[config.mk]
export PLATFORM = sky130hd
export DESIGN_NAME = multi_dataflow_engine
export DESIGN_NICKNAME = d
export VERILOG_FILES = /design/src/rtl/multi_dataflow_engine.sv
export SDC_FILE = /design/constraint.sdc
export NUM_CORES = 1
export LEC_CHECK = 0
export ABC_CLOCK_PERIOD_IN_PS = 4050
export CAP_MARGIN = 20
export CORE_UTILIZATION = 31
export DETAILED_ROUTE_END_ITERATION = 7
export PLACE_DENSITY = 0.92
export SLEW_MARGIN = 40
export SYNTH_ARGS = -nofsm -noshare
export SYNTH_HDL_FRONTEND = slang
export SYNTH_SLANG_ARGS = --single-unit
[constraint.sdc]
create_clock -name clk_i -period 4.05 [get_ports clk_i]
set_input_delay 0.405 -clock clk_i [delete_from_list [all_inputs] [get_ports clk_i]]
set_output_delay 0.405 -clock clk_i [all_outputs]
set_load 0.005 [all_outputs]
[src/rtl/multi_dataflow_engine.sv]
// Dataflow engine wrapper: sequences a kernel job and bridges streamer <-> kernel streams.
// Latency: start -> kernel start 1 cycle; last beat + kernel done -> done pulse 1 cycle; streams combinational.
// Backpressure: ready/valid pass through in RUN only; output is cut off once the job limit is reached.

package multi_dataflow_engine_pkg;
  localparam int CNT_LEN = 1024;
  localparam int CW      = $clog2(CNT_LEN) + 1;

  typedef struct packed {
    logic          clear;
    logic          enable;
    logic          start;
    logic [CW-1:0] cnt_limit_out_pel;
  } ctrl_engine_t;

  typedef struct packed {
    logic [CW-1:0] cnt_out_pel;
    logic          done;
    logic          ready;
  } flags_engine_t;

  typedef struct packed {
    logic start;
  } ctrl_kernel_adapter_t;

  typedef struct packed {
    logic done;
    logic idle;
    logic ready;
  } flags_kernel_adapter_t;
endpackage

module multi_dataflow_engine
  import multi_dataflow_engine_pkg::*;
#(
  // Must match the package CNT_LEN, which sizes the control/flag structs.
  parameter int CNT_LEN = multi_dataflow_engine_pkg::CNT_LEN
) (
  input  logic                  clk_i,
  input  logic                  rst_i,
  input  ctrl_engine_t          ctrl_i,
  output flags_engine_t         flags_o,
  output ctrl_kernel_adapter_t  kernel_ctrl_o,
  input  flags_kernel_adapter_t kernel_flags_i,
  input  logic                  in_pel_valid_i,
  output logic                  in_pel_ready_o,
  input  logic [31:0]           in_pel_data_i,
  input  logic                  in_size_valid_i,
  output logic                  in_size_ready_o,
  input  logic [31:0]           in_size_data_i,
  output logic                  k_in_pel_valid_o,
  input  logic                  k_in_pel_ready_i,
  output logic [31:0]           k_in_pel_data_o,
  output logic                  k_in_size_valid_o,
  input  logic                  k_in_size_ready_i,
  output logic [31:0]           k_in_size_data_o,
  input  logic                  k_out_pel_valid_i,
  output logic                  k_out_pel_ready_o,
  input  logic [31:0]           k_out_pel_data_i,
  output logic                  out_pel_valid_o,
  input  logic                  out_pel_ready_i,
  output logic [31:0]           out_pel_data_o
);

  localparam int LCW = $clog2(CNT_LEN) + 1;

  typedef enum logic [1:0] {S_IDLE, S_START, S_RUN, S_FINISH} state_t;

  state_t         state_q, state_d;
  logic [LCW-1:0] cnt_q, cnt_d;
  logic [LCW-1:0] limit_q, limit_d;
  logic           kdone_q, kdone_d;

  logic           active;
  logic           pass_en;
  logic           out_en;
  logic           out_hs;
  logic [LCW-1:0] cnt_inc;
  logic           kernel_idle_unused;

  // The adapter's idle flag carries no information the sequencing needs.
  assign kernel_idle_unused = kernel_flags_i.idle;

  // clear outranks enable, so a clearing cycle never moves data.
  assign active  = ctrl_i.enable & ~ctrl_i.clear;
  assign pass_en = active & (state_q == S_RUN);
  assign out_en  = pass_en & (cnt_q < limit_q);

  assign k_in_pel_valid_o  = pass_en & in_pel_valid_i;
  assign k_in_pel_data_o   = pass_en ? in_pel_data_i : 32'd0;
  assign in_pel_ready_o    = pass_en & k_in_pel_ready_i;
  assign k_in_size_valid_o = pass_en & in_size_valid_i;
  assign k_in_size_data_o  = pass_en ? in_size_data_i : 32'd0;
  assign in_size_ready_o   = pass_en & k_in_size_ready_i;

  // Output stream is gated by the remaining budget so the limit is a hard cap.
  assign out_pel_valid_o   = out_en & k_out_pel_valid_i;
  assign out_pel_data_o    = out_en ? k_out_pel_data_i : 32'd0;
  assign k_out_pel_ready_o = out_en & out_pel_ready_i;

  assign out_hs  = out_pel_valid_o & out_pel_ready_i;
  assign cnt_inc = cnt_q + {{(LCW-1){1'b0}}, out_hs};

  assign flags_o.cnt_out_pel = cnt_q;
  assign flags_o.done        = (state_q == S_FINISH);
  assign flags_o.ready       = (state_q == S_IDLE);
  assign kernel_ctrl_o.start = active & (state_q == S_START);

  // Next-state logic; disable freezes everything, clear wipes the job.
  always_comb begin
    state_d = state_q;
    cnt_d   = cnt_q;
    limit_d = limit_q;
    kdone_d = kdone_q;
    if (ctrl_i.clear) begin
      state_d = S_IDLE;
      cnt_d   = '0;
      limit_d = '0;
      kdone_d = 1'b0;
    end else if (ctrl_i.enable) begin
      case (state_q)
        S_IDLE: begin
          if (ctrl_i.start) begin
            limit_d = ctrl_i.cnt_limit_out_pel;
            cnt_d   = '0;
            if (ctrl_i.cnt_limit_out_pel == '0) begin
              state_d = S_FINISH;
            end else begin
              state_d = S_START;
              kdone_d = 1'b0;
            end
          end
        end
        S_START: begin
          kdone_d = kdone_q | kernel_flags_i.done;
          if (kernel_flags_i.ready) state_d = S_RUN;
        end
        S_RUN: begin
          cnt_d   = cnt_inc;
          kdone_d = kdone_q | kernel_flags_i.done;
          // Look at the post-increment count so the last beat finishes without a bubble.
          if ((cnt_inc == limit_q) && kdone_d) state_d = S_FINISH;
        end
        S_FINISH: state_d = S_IDLE;
        default:  state_d = S_IDLE;
      endcase
    end
  end

  // State registers with asynchronous reset.
  always_ff @(posedge clk_i or posedge rst_i) begin
    if (rst_i) begin
      state_q <= S_IDLE;
      cnt_q   <= '0;
      limit_q <= '0;
      kdone_q <= 1'b0;
    end else begin
      state_q <= state_d;
      cnt_q   <= cnt_d;
      limit_q <= limit_d;
      kdone_q <= kdone_d;
    end
  end

endmodule

==> results.json, run 1 <==
{
  "antenna_found_initial": 0,
  "clkTransAtPathRegs_ns": 0.09,
  "num-nets-final": 696,
  "overflow": 0,
  "worstMarginPinSlew_ns": 0.624,
  "synthCells": 331,
  "grt_max_degree": 69,
  "fin_skew_ns": 0.00331,
  "tritoncts": "done",
  "drtIter0Drc": 142,
  "seq_area_frac_synth_pct": 24.5,
  "initial_utilization_pct": 32.5,
  "synthFlopType": "dfrtp_1",
  "worstPathRequired_ns": 4.25,
  "drive_above_1_share_pct": 4.12,
  "dp_slack_ns": 0.240,
  "maxCapViolations": 0,
  "yosysWarnings": 0,
  "detail_route.wl_per_cell_um": 15.4,
  "cts_buffers": 3,
  "rsz0062_at_grt": "no",
  "final.setup.worst_slack_ns": 0.252,
  "tns_ns": 0,
  "vias": 3214,
  "placed_cells": 656,
  "grt_pass1_vias": 3199,
  "port_buffers": 235,
  "setup_viol": 0,
  "drt_wl_total_mm": 10.2,
  "power.density_nw_per_um2": 198,
  "slew_violations": 0,
  "path_max_fanout": 6,
  "grt_pass1_wl_mm": 15.8,
  "core_sq_um": 7850,
  "die_y_um": 92.7,
  "period_share_pct": 93.8,
  "worstSkewPairLatency_ns": 0.28,
  "ir_worst_vdd_mv": 0.178,
  "drc_errors": 0,
  "vias_per_cell": 4.87,
  "hold_viol": 0,
  "fin_crit_ns": 3.80,
  "cts_root_buffer": "clkbuf_8",
  "synth.distinct_cells": 50,
  "num_io_pins": 237,
  "firstDrtPassIters": 5,
  "hpwl_mm": 8.61,
  "avgSynthCellArea_sq_um": 7.71,
  "mostFrequentLayoutCell": "clkdlybuf4s50_1",
  "cp-start-kind": "flop",
  "ctsHoldBuffers": 0,
  "ys_ff_latch": 25,
  "maxSlewHeadroom_pct": 58.3,
  "cp.arrival_ns": 4.00,
  "postRouteAntennaNets": 0,
  "diodes": 0,
  "synth_area_sq_um": 2550,
  "status": "complete, no violations",
  "placementRows": 32,
  "die_x_um": 92.7,
  "htree_num_levels": 1,
  "critical_path_class": "reg -> reg",
  "fillCellCount": 640,
  "synthArstFlopShare_pct": 100,
  "gp_congestion": 0.882,
  "clock_path_buffers": 2,
  "cp-end-kind": "flop",
  "utilization_pct": 64.4,
  "final_cell_mix": "235 x clkdlybuf4s50_1, 102 x and2_1, 31 x nand2_1",
  "track_usage_pct": 23.1,
  "cts_sinks": 25,
  "synth_edf_count": 0,
  "cellLeakagePower_uw": 0.00203,
  "fin_cells": 660,
  "area_growth_pct": 98.0,
  "postSynthNetCount": 468,
  "max_clock_freq_mhz": 263,
  "hold_path.class": "in -> async",
  "dieArea_sq_um": 8600
}
repair_timing:
action	4_1_cts	5_1_grt
setup buffers	0	0
resized for setup	0	2
setup endpoints to repair	0	2
metal layers:
metal	GRT usage [%]	up-vias	wire [um]
li1	-	1556	-
met1	26.6	1471	3830
met2	44.1	176	5390
met3	4.11	11	839
met4	4.87	0	102
met5	0	-	0
flip-flops by register name, indices dropped and copies added, names as in the netlist:
name and cells:
cnt_q 11, limit_q 11, state_q 2, kdone_q 1
Yosys cell counts, drive strengths merged, types with 2 or more instances:
library cell  number  area (sq um)
xor2               5          43.8
nor4               4          25.0
nand3              7          35.0
ha                16           200
inv               16          60.1
or3                2          13.8
nor2              10          37.5
nand4              4          40.0
a22o               2          17.5
nand2b             2          12.5
a211oi             3          27.5
and3               5          32.5
nand2             31           116
o211ai             2          15.0
a21oi             16          80.1
o21ai             21           109
and2             103           644
buf                3          23.8
a21o               4          30.0
nor3               4          20.0
clkbuf            15          56.3
and3b              2          17.5
dfrtp             25           626
xnor2             11          96.3
worst paths after layout:
check / start / to / slack [ns] / cells past startpoint
worst min register to register: limit_q[0]$_DFFE_PP0P_ / limit_q[0]$_DFFE_PP0P_ / 0.56 / 2
worst max register to register: limit_q[7]$_DFFE_PP0P_ / state_q[1]$_DFFE_PP0P_ / 0.25 / 17
worst min-delay path: rst_i / limit_q[7]$_DFFE_PP0P_ / 0.48 / 2
max in group asynchronous: rst_i / cnt_q[3]$_DFFE_PP0P_ / 3.22 / 2
worst max-delay path: limit_q[7]$_DFFE_PP0P_ / state_q[1]$_DFFE_PP0P_ / 0.25 / 17
min in group clk_i: limit_q[0]$_DFFE_PP0P_ / limit_q[0]$_DFFE_PP0P_ / 0.56 / 2
power breakdown:
| part | leakage (uW) | internal, uW | switching [uW] | total [uW] |
|---|---|---|---|---|
| registers | 0.000345 | 272 | 27.6 | 299 |
| clock network | 0.0000228 | 70.7 | 83.6 | 154 |
| logic | 0.00167 | 321 | 226 | 547 |
| total | 0.00203 | 664 | 337 | 1000 |
layout make-up:
type	count	area, sq um	area share [%]
sequential	25	626	12.4
timing repair buffer	242	2400	47.6
clock buffer	4	45.0	0.891
tap	102	128	2.52
multi-input combinational	271	1790	35.4
inverter	16	60.1	1.19
logic make-up after synthesis:
family | count (synthesis) | share of synthesized area (%)
adders and majority gates | 16 | 7.84
buffers and inverters | 35 | 5.83
DFF | 25 | 24.5
and+or+nand+nor | 180 | 40.8
AOI/OAI and AO/OA | 57 | 14.2
xor gates and xnor gates | 17 | 6.42
muxes | 1 | 0.392
critical path, cell delays in order (launching register included):
cell       delay, ns
dfrtp_1         0.45
inv_1           0.10
ha_1            0.19
a21o_1          0.18
a21o_1          0.18
a211oi_1        0.28
o21ai_0         0.14
nand2_1         0.12
and3_1          0.16
ha_1            0.26
ha_2            0.33
xnor2_1         0.17
o211ai_1        0.15
a2111oi_2       0.30
o311ai_1        0.19
o21ai_2         0.25
nor2_1          0.09
a211oi_2        0.18
metrics by stage:
step | area (sq um) | power, uW | hold slack (ns)
finish | 5050 | 1000 | 0.477
global route | 5050 | 1060 | 0.520
CTS | 5050 | 1000 | 0.492
detailed placement | 5000 | 850 | 0.552
global placement | 5000 | 829 | 0.550
floorplan | 2550 | 549 | 0.432
Power figures use the tool's default switching activity.
==> inputs of run 2 (changes only) <==
--- a/config.mk
+++ b/config.mk
@@ -14,3 +14,4 @@
 export SYNTH_ARGS = -nofsm -noshare
 export SYNTH_HDL_FRONTEND = slang
 export SYNTH_SLANG_ARGS = --single-unit
+export TNS_END_PERCENT = 5
==> results of run 2 <==
The final DEF is identical to that of run 1; final timing and power are the same.
